===== src/rtl/my_pkg.sv =====
// Shared control-bundle types, opcode constants and bubble values for the
// in-order pipeline control path.
package my_pkg;

    typedef enum logic [1:0] {
        DOADD    = 2'd0,
        TAKE4BIT = 2'd1,
        TAKE3BIT = 2'd2,
        BRANCH   = 2'd3
    } alu_op_e;

    typedef struct packed {
        logic [1:0] alu_src;
        alu_op_e    alu_op;
        logic       add_to_pc;
        logic       branch;
        logic       jump;
    } EX_ctrl;

    // cs is the active-low memory chip select
    typedef struct packed {
        logic mem_read;
        logic cs;
    } M_ctrl;

    typedef struct packed {
        logic reg_write;
        logic mem_to_reg;
        logic pc_to_reg;
    } WB_ctrl;

    localparam logic [6:0] OP_LUI    = 7'b0110111;
    localparam logic [6:0] OP_AUIPC  = 7'b0010111;
    localparam logic [6:0] OP_STORE  = 7'b0100011;
    localparam logic [6:0] OP_RTYPE  = 7'b0110011;
    localparam logic [6:0] OP_ITYPE  = 7'b0010011;
    localparam logic [6:0] OP_LOAD   = 7'b0000011;
    localparam logic [6:0] OP_JALR   = 7'b1100111;
    localparam logic [6:0] OP_JAL    = 7'b1101111;
    localparam logic [6:0] OP_BRANCH = 7'b1100011;

    localparam EX_ctrl EX_BUBBLE = '{alu_src: 2'b00, alu_op: DOADD,
                                    add_to_pc: 1'b0, branch: 1'b0, jump: 1'b0};
    localparam M_ctrl  M_BUBBLE  = '{mem_read: 1'b0, cs: 1'b1};
    localparam WB_ctrl WB_BUBBLE = '{reg_write: 1'b0, mem_to_reg: 1'b0, pc_to_reg: 1'b0};

endpackage


===== src/rtl/ctrl_decode.sv =====
// Combinational opcode decoder: produces the three control bundles, which
// source registers the instruction reads, and an undecoded-opcode flag.
module ctrl_decode
    import my_pkg::*;
(
    input  logic [6:0] opcode_i,
    output EX_ctrl     ex_o,
    output M_ctrl      m_o,
    output WB_ctrl     wb_o,
    output logic       use_rs1_o,
    output logic       use_rs2_o,
    output logic       illegal_o
);

    always_comb begin
        ex_o      = EX_BUBBLE;
        m_o       = M_BUBBLE;
        wb_o      = WB_BUBBLE;
        use_rs1_o = 1'b0;
        use_rs2_o = 1'b0;
        illegal_o = 1'b0;
        case (opcode_i)
            OP_LUI: begin
                wb_o.reg_write = 1'b1;
                ex_o.alu_src   = 2'b10;
            end
            OP_AUIPC: begin
                wb_o.reg_write = 1'b1;
                ex_o.alu_src   = 2'b11;
            end
            OP_STORE: begin
                ex_o.alu_src = 2'b10;
                m_o.cs       = 1'b0;
                use_rs1_o    = 1'b1;
                use_rs2_o    = 1'b1;
            end
            OP_RTYPE: begin
                wb_o.reg_write = 1'b1;
                ex_o.alu_op    = TAKE4BIT;
                use_rs1_o      = 1'b1;
                use_rs2_o      = 1'b1;
            end
            OP_ITYPE: begin
                wb_o.reg_write = 1'b1;
                ex_o.alu_src   = 2'b10;
                ex_o.alu_op    = TAKE3BIT;
                use_rs1_o      = 1'b1;
            end
            OP_LOAD: begin
                wb_o.reg_write  = 1'b1;
                wb_o.mem_to_reg = 1'b1;
                m_o.mem_read    = 1'b1;
                m_o.cs          = 1'b0;
                ex_o.alu_src    = 2'b10;
                use_rs1_o       = 1'b1;
            end
            OP_JALR: begin
                wb_o.reg_write = 1'b1;
                wb_o.pc_to_reg = 1'b1;
                ex_o.add_to_pc = 1'b1;
                ex_o.jump      = 1'b1;
                ex_o.alu_src   = 2'b10;
                use_rs1_o      = 1'b1;
            end
            OP_JAL: begin
                wb_o.reg_write = 1'b1;
                wb_o.pc_to_reg = 1'b1;
                ex_o.jump      = 1'b1;
            end
            OP_BRANCH: begin
                ex_o.branch = 1'b1;
                ex_o.alu_op = BRANCH;
                use_rs1_o   = 1'b1;
                use_rs2_o   = 1'b1;
            end
            default: illegal_o = 1'b1;
        endcase
    end

endmodule


===== src/rtl/ctrl_pipe.sv =====
// ID/EX, EX/MEM and MEM/WB control registers with freeze, flush and
// load-use interlock handling around the ctrl_decode decoder.
module ctrl_pipe
    import my_pkg::*;
#(
    parameter int unsigned REG_ADDR_W      = 5,
    parameter bit          LOAD_USE_DETECT = 1'b1,
    parameter bit          ILLEGAL_AS_NOP  = 1'b1
) (
    input  logic                  clk,
    input  logic                  rst,
    input  logic                  valid_id,
    input  logic [6:0]            opcode_id,
    input  logic [REG_ADDR_W-1:0] rs1_id,
    input  logic [REG_ADDR_W-1:0] rs2_id,
    input  logic [REG_ADDR_W-1:0] rd_id,
    input  logic                  stall_i,
    input  logic                  flush_i,
    output EX_ctrl                ex_ctrl_o,
    output M_ctrl                 mem_ctrl_o,
    output WB_ctrl                wb_ctrl_o,
    output logic [REG_ADDR_W-1:0] rd_ex_o,
    output logic [REG_ADDR_W-1:0] rd_mem_o,
    output logic [REG_ADDR_W-1:0] rd_wb_o,
    output logic                  valid_ex_o,
    output logic                  valid_mem_o,
    output logic                  valid_wb_o,
    output logic                  hazard_stall_o,
    output logic                  illegal_o
);

    EX_ctrl dec_ex;
    M_ctrl  dec_m;
    WB_ctrl dec_wb;
    logic   dec_use_rs1, dec_use_rs2, dec_illegal;

    ctrl_decode u_decode (
        .opcode_i  (opcode_id),
        .ex_o      (dec_ex),
        .m_o       (dec_m),
        .wb_o      (dec_wb),
        .use_rs1_o (dec_use_rs1),
        .use_rs2_o (dec_use_rs2),
        .illegal_o (dec_illegal)
    );

    EX_ctrl                idex_ex_q, idex_ex_d;
    M_ctrl                 idex_m_q, idex_m_d;
    WB_ctrl                idex_wb_q, idex_wb_d;
    logic [REG_ADDR_W-1:0] idex_rd_q, idex_rd_d;
    logic                  idex_vld_q, idex_vld_d;
    M_ctrl                 exmem_m_q, exmem_m_d;
    WB_ctrl                exmem_wb_q, exmem_wb_d;
    logic [REG_ADDR_W-1:0] exmem_rd_q, exmem_rd_d;
    logic                  exmem_vld_q, exmem_vld_d;
    WB_ctrl                memwb_wb_q, memwb_wb_d;
    logic [REG_ADDR_W-1:0] memwb_rd_q, memwb_rd_d;
    logic                  memwb_vld_q, memwb_vld_d;

    logic rs_match, hazard, kill_id;

    always_comb begin
        rs_match = (dec_use_rs1 && (rs1_id == idex_rd_q)) ||
                   (dec_use_rs2 && (rs2_id == idex_rd_q));
        hazard   = LOAD_USE_DETECT && valid_id && idex_vld_q && idex_m_q.mem_read &&
                   (idex_rd_q != '0) && rs_match;
        kill_id  = flush_i || hazard || !valid_id || (dec_illegal && ILLEGAL_AS_NOP);
    end

    always_comb begin
        idex_ex_d   = idex_ex_q;
        idex_m_d    = idex_m_q;
        idex_wb_d   = idex_wb_q;
        idex_rd_d   = idex_rd_q;
        idex_vld_d  = idex_vld_q;
        exmem_m_d   = exmem_m_q;
        exmem_wb_d  = exmem_wb_q;
        exmem_rd_d  = exmem_rd_q;
        exmem_vld_d = exmem_vld_q;
        memwb_wb_d  = memwb_wb_q;
        memwb_rd_d  = memwb_rd_q;
        memwb_vld_d = memwb_vld_q;
        if (!stall_i) begin
            exmem_m_d   = idex_m_q;
            exmem_wb_d  = idex_wb_q;
            exmem_rd_d  = idex_rd_q;
            exmem_vld_d = idex_vld_q;
            memwb_wb_d  = exmem_wb_q;
            memwb_rd_d  = exmem_rd_q;
            memwb_vld_d = exmem_vld_q;
            idex_ex_d   = dec_ex;
            idex_m_d    = dec_m;
            idex_wb_d   = dec_wb;
            idex_rd_d   = rd_id;
            idex_vld_d  = 1'b1;
        end
        // A flush during a freeze still kills the ID/EX slot
        if (flush_i || (!stall_i && kill_id)) begin
            idex_ex_d  = EX_BUBBLE;
            idex_m_d   = M_BUBBLE;
            idex_wb_d  = WB_BUBBLE;
            idex_rd_d  = '0;
            idex_vld_d = 1'b0;
        end
    end

    always_ff @(posedge clk) begin
        if (rst) begin
            idex_ex_q   <= EX_BUBBLE;
            idex_m_q    <= M_BUBBLE;
            idex_wb_q   <= WB_BUBBLE;
            idex_rd_q   <= '0;
            idex_vld_q  <= 1'b0;
            exmem_m_q   <= M_BUBBLE;
            exmem_wb_q  <= WB_BUBBLE;
            exmem_rd_q  <= '0;
            exmem_vld_q <= 1'b0;
            memwb_wb_q  <= WB_BUBBLE;
            memwb_rd_q  <= '0;
            memwb_vld_q <= 1'b0;
        end else begin
            idex_ex_q   <= idex_ex_d;
            idex_m_q    <= idex_m_d;
            idex_wb_q   <= idex_wb_d;
            idex_rd_q   <= idex_rd_d;
            idex_vld_q  <= idex_vld_d;
            exmem_m_q   <= exmem_m_d;
            exmem_wb_q  <= exmem_wb_d;
            exmem_rd_q  <= exmem_rd_d;
            exmem_vld_q <= exmem_vld_d;
            memwb_wb_q  <= memwb_wb_d;
            memwb_rd_q  <= memwb_rd_d;
            memwb_vld_q <= memwb_vld_d;
        end
    end

    assign ex_ctrl_o      = idex_ex_q;
    assign mem_ctrl_o     = exmem_m_q;
    assign wb_ctrl_o      = memwb_wb_q;
    assign rd_ex_o        = idex_rd_q;
    assign rd_mem_o       = exmem_rd_q;
    assign rd_wb_o        = memwb_rd_q;
    assign valid_ex_o     = idex_vld_q;
    assign valid_mem_o    = exmem_vld_q;
    assign valid_wb_o     = memwb_vld_q;
    assign hazard_stall_o = hazard;
    assign illegal_o      = valid_id && dec_illegal;

endmodule


===== config.mk =====
export PLATFORM = sky130hd
export DESIGN_NAME = ctrl_pipe
export DESIGN_NICKNAME = d
export VERILOG_FILES = /design/src/rtl/my_pkg.sv /design/src/rtl/ctrl_decode.sv /design/src/rtl/ctrl_pipe.sv
export SDC_FILE = /design/constraint.sdc
export NUM_CORES = 1
export LEC_CHECK = 0
export BUFFER_PORTS_ARGS = -buffer_cell sky130_fd_sc_hd__clkbuf_2
export CELL_PAD_IN_SITES_DETAIL_PLACEMENT = 0
export CELL_PAD_IN_SITES_GLOBAL_PLACEMENT = 1
export CORE_MARGIN = 2
export CORE_UTILIZATION = 25
export DETAILED_ROUTE_END_ITERATION = 6
export HOLD_SLACK_MARGIN = 0.08
export PLACE_DENSITY_LB_ADDON = 0.1
export REMOVE_ABC_BUFFERS = 1
export SYNTH_ARGS = -nofsm -noshare
export SYNTH_HDL_FRONTEND = slang
export SYNTH_SLANG_ARGS = --single-unit

===== constraint.sdc =====
create_clock -name clk -period 1.9 [get_ports clk]
set_clock_uncertainty 0.2 [all_clocks]
set_input_delay 0.285 -clock clk [delete_from_list [all_inputs] [get_ports clk]]
set_output_delay 0.285 -clock clk [all_outputs]
set_load 0.005 [all_outputs]

==> results.json <==
{
  "path_class": "register to primary output",
  "synth-async-reset-ratio": 0,
  "synth.most_common_cell": "dfxtp_1",
  "grt_usage": 0.1397,
  "cts_buffers": 5,
  "start_kind": "register",
  "grt_pass1_vias": 1673,
  "hold_viol": 0,
  "dpl_cell_area_um2": 2405,
  "hold_depth": 3,
  "rows": 31,
  "yosys_warnings": 0,
  "hold_class": "input port to register",
  "syn_inst": 204,
  "synth_edf_count": 0,
  "setup-tns-final_ns": -0.3649,
  "synth-seq-area-share": 0.3817,
  "cts_tree": "built",
  "seqPwrFrac": 0.454,
  "drt-initial-drc-count": 76,
  "die-area_um2": 8043,
  "drc_errors": 0,
  "period_share": 1.076,
  "p_int_mw": 1.219,
  "routedWlPerCell_um": 13.93,
  "synth.area.top_cells": "dfxtp_1 (38%), mux2i_1 (9.8%), nor2_1 (5.1%), a41oi_1 (4.8%), and2_1 (3.1%)",
  "finalSetupViolCount": 10,
  "place_ws_ns": -0.04468,
  "ios": 59,
  "yosys_most_used_dff": "dfxtp_1",
  "synth_top_area_share": 0.3817,
  "critPathRequiredTime_ns": 1.41,
  "dpl.hpwl_mm": 4.123,
  "synth.avg_cell_area_um2": 8.998,
  "initial_utilization": 0.2558,
  "gp_congestion": 0.7246,
  "postRouteAntennaNets": 0,
  "violations": "negative setup slack",
  "hold_start": "rst",
  "p_sw_mw": 0.4036,
  "rsz0062_at_grt": "true",
  "dieWidth_um": 89.69,
  "fmax_mhz": 489.0,
  "viasPerCell": 4.584,
  "dr.pass1.iters": 4,
  "cts.reportedPaths.clkPinSlew_ns": 0.08,
  "cts_buffer_depth": 2,
  "area_growth_pct": 45.94,
  "reg2reg_to": "idex_m_q[0]$_SDFFE_PP1N_",
  "grt_overflow_total": 0,
  "endpoint_kind": "primary output",
  "ctsHtreeMaxLevel": 2,
  "multi_input_comb_area_um2": 1106,
  "seq_area_um2": 704.4,
  "yosysTopAreaCell": "dfxtp_1",
  "worst_r2r_path_depth": 6,
  "peakVddDrop_v": 0.0002529,
  "die_y_um": 89.69,
  "drive_gt1_frac": 0.4198,
  "min_period_ns": 2.045,
  "drv_cap": 0,
  "root_buffer": "clkbuf_8",
  "worstPathArrival_ns": 1.56,
  "relSlewSlack": 0.7879,
  "worst_pin_slew_ns": 0.3152,
  "finalMaxSlewViolations": 0,
  "final.fill_count": 764,
  "swShare": 0.2487,
  "netlist-cell-type-count": 47,
  "p_comb_frac": 0.121,
  "min_to": "mem_ctrl_o[0]$_SDFFE_PP1N_",
  "finalNetCount": 319,
  "r2r-start": "rd_ex_o[0]$_SDFFE_PP0N_",
  "worst_slack_ns": -0.1450,
  "clkLatencyLatePin_ns": 0.29,
  "ys_top_cells_by_count": "dfxtp_1 (35), nor2_1 (25), mux2i_1 (18)",
  "grt_max_degree": 20,
  "postLayoutCellArea_um2": 2679,
  "leakage_nw": 1.174,
  "power.share.clock": 0.425,
  "wirelength_mm": 5.459,
  "r2r_setup_slack_ns": -0.11,
  "antenna_found_initial": 0,
  "fin_total_pwr_mw": 1.623,
  "synth_area_um2": 1836,
  "antenna_cells": 0,
  "portBuffers": 58,
  "vias": 1797,
  "grt_pass1_wl_mm": 8.431,
  "power_density_nw_per_um2": 605.7,
  "critPathMaxFanout": 2,
  "synth_seq_cells": 35,
  "coreArea_um2": 7176,
  "holdWs_ns": 0.08070,
  "outcome": "finished with violations",
  "clock-sinks": 35
}
==> routing by layer <==
layer,track usage,vias to the layer above,wire length [um]
li1,-,917,-
met1,0.1928,832,2707
met2,0.2166,42,2441
met3,0.03108,6,240
met4,0.04478,0,70
met5,0,-,0
==> power by group through the flow <==
stage	sequential (mW)	combinational [mW]	clock (mW)
after floorplan	0.754	0.0593	0
after global placement	0.754	0.181	0
after global routing	0.737	0.212	0.747
after detailed placement	0.754	0.179	0
final	0.737	0.196	0.690
after CTS	0.737	0.192	0.726
==> cell type report <==
type / count / area share
multi-input cells: 147 / 0.4129
well taps: 99 / 0.04624
inverters: 4 / 0.005605
clock buffers: 5 / 0.02569
repair buffers: 99 / 0.2303
flip-flops and latches: 35 / 0.2630
clock inverters: 3 / 0.01635
==> cell families after synthesis <==
family,after synthesis,share of synthesized area
AND/OR/NAND/NOR,73,0.2147
AO/OA/AOI/OAI,45,0.1868
flip-flops,35,0.3817
buffers and inverters,22,0.06611
multiplexers,18,0.09816
XOR/XNOR,11,0.05249
==> what timing repair did <==
action	CTS	global route
endpoints found under the setup margin	2	16
hold buffers	6	0
setup buffers	1	1
endpoints found under the hold margin	7	0
gates resized for setup	7	14
pin swaps	4	5
gates cloned	0	0
==> how the worst max path moves through the flow <==
stage                                  from                  endpoint  slack (ns)  depth (start not counted)
floorplan                      opcode_id[2]  idex_m_q[0]$_SDFFE_PP1N_       -0.74                          4
detailed placement             opcode_id[2]            hazard_stall_o       -0.04                          6
CTS                 rd_ex_o[0]$_SDFFE_PP0N_            hazard_stall_o       -0.17                          4
finish              rd_ex_o[0]$_SDFFE_PP0N_            hazard_stall_o       -0.15                          4
global route        rd_ex_o[2]$_SDFFE_PP0N_            hazard_stall_o       -0.21                          6
global placement               opcode_id[2]            hazard_stall_o       -0.03                          6
==> sequential cells by signal, indices dropped and copies added, names as in the netlist <==
register,cells
ex_ctrl_o,6
exmem_wb_q,3
idex_m_q,1
idex_wb_q,3
mem_ctrl_o,1
rd_ex_o,5
rd_mem_o,5
rd_wb_o,5
valid_ex_o,1
valid_mem_o,1
valid_wb_o,1
wb_ctrl_o,3
==> cell usage in the layout (no fill, tap or decap), types with 2 or more instances in the layout <==
master,Yosys,layout
nor2_1,25,25
and2_1,9,9
a211oi_2,1,4
clkbuf_8,0,5
o31ai_1,2,2
inv_1,4,4
xnor2_1,6,3
nor4bb_2,0,2
o21ai_1,0,3
o21ai_0,8,5
a41oi_1,10,10
dfxtp_1,35,32
nor2b_1,2,2
dlygate4sd3_1,0,6
buf_4,6,34
a211oi_1,6,3
nand4_1,2,2
a21oi_1,6,5
nand3b_1,2,2
dfxtp_2,0,3
xor2_1,5,4
nand3_1,8,8
clkbuf_2,0,57
mux2i_1,18,18
nand2_1,8,8
nor4_1,4,3
xnor2_2,0,3
==> critical path, stage by stage, from the launching register on <==
cell and delay (ns):
dfxtp_1 0.31, or4_4 0.55, o2111ai_4 0.22, a21oi_2 0.06, buf_2 0.13
==> through the flow <==
stage            util  instances
6_report       0.3733        392
5_1_grt        0.3733        392
4_1_cts        0.3646        391
3_5_place_dp   0.3351        376
3_3_place_gp   0.3351        376
2_1_floorplan       -        186
No activity file was read; power rests on OpenSTA's default activity.
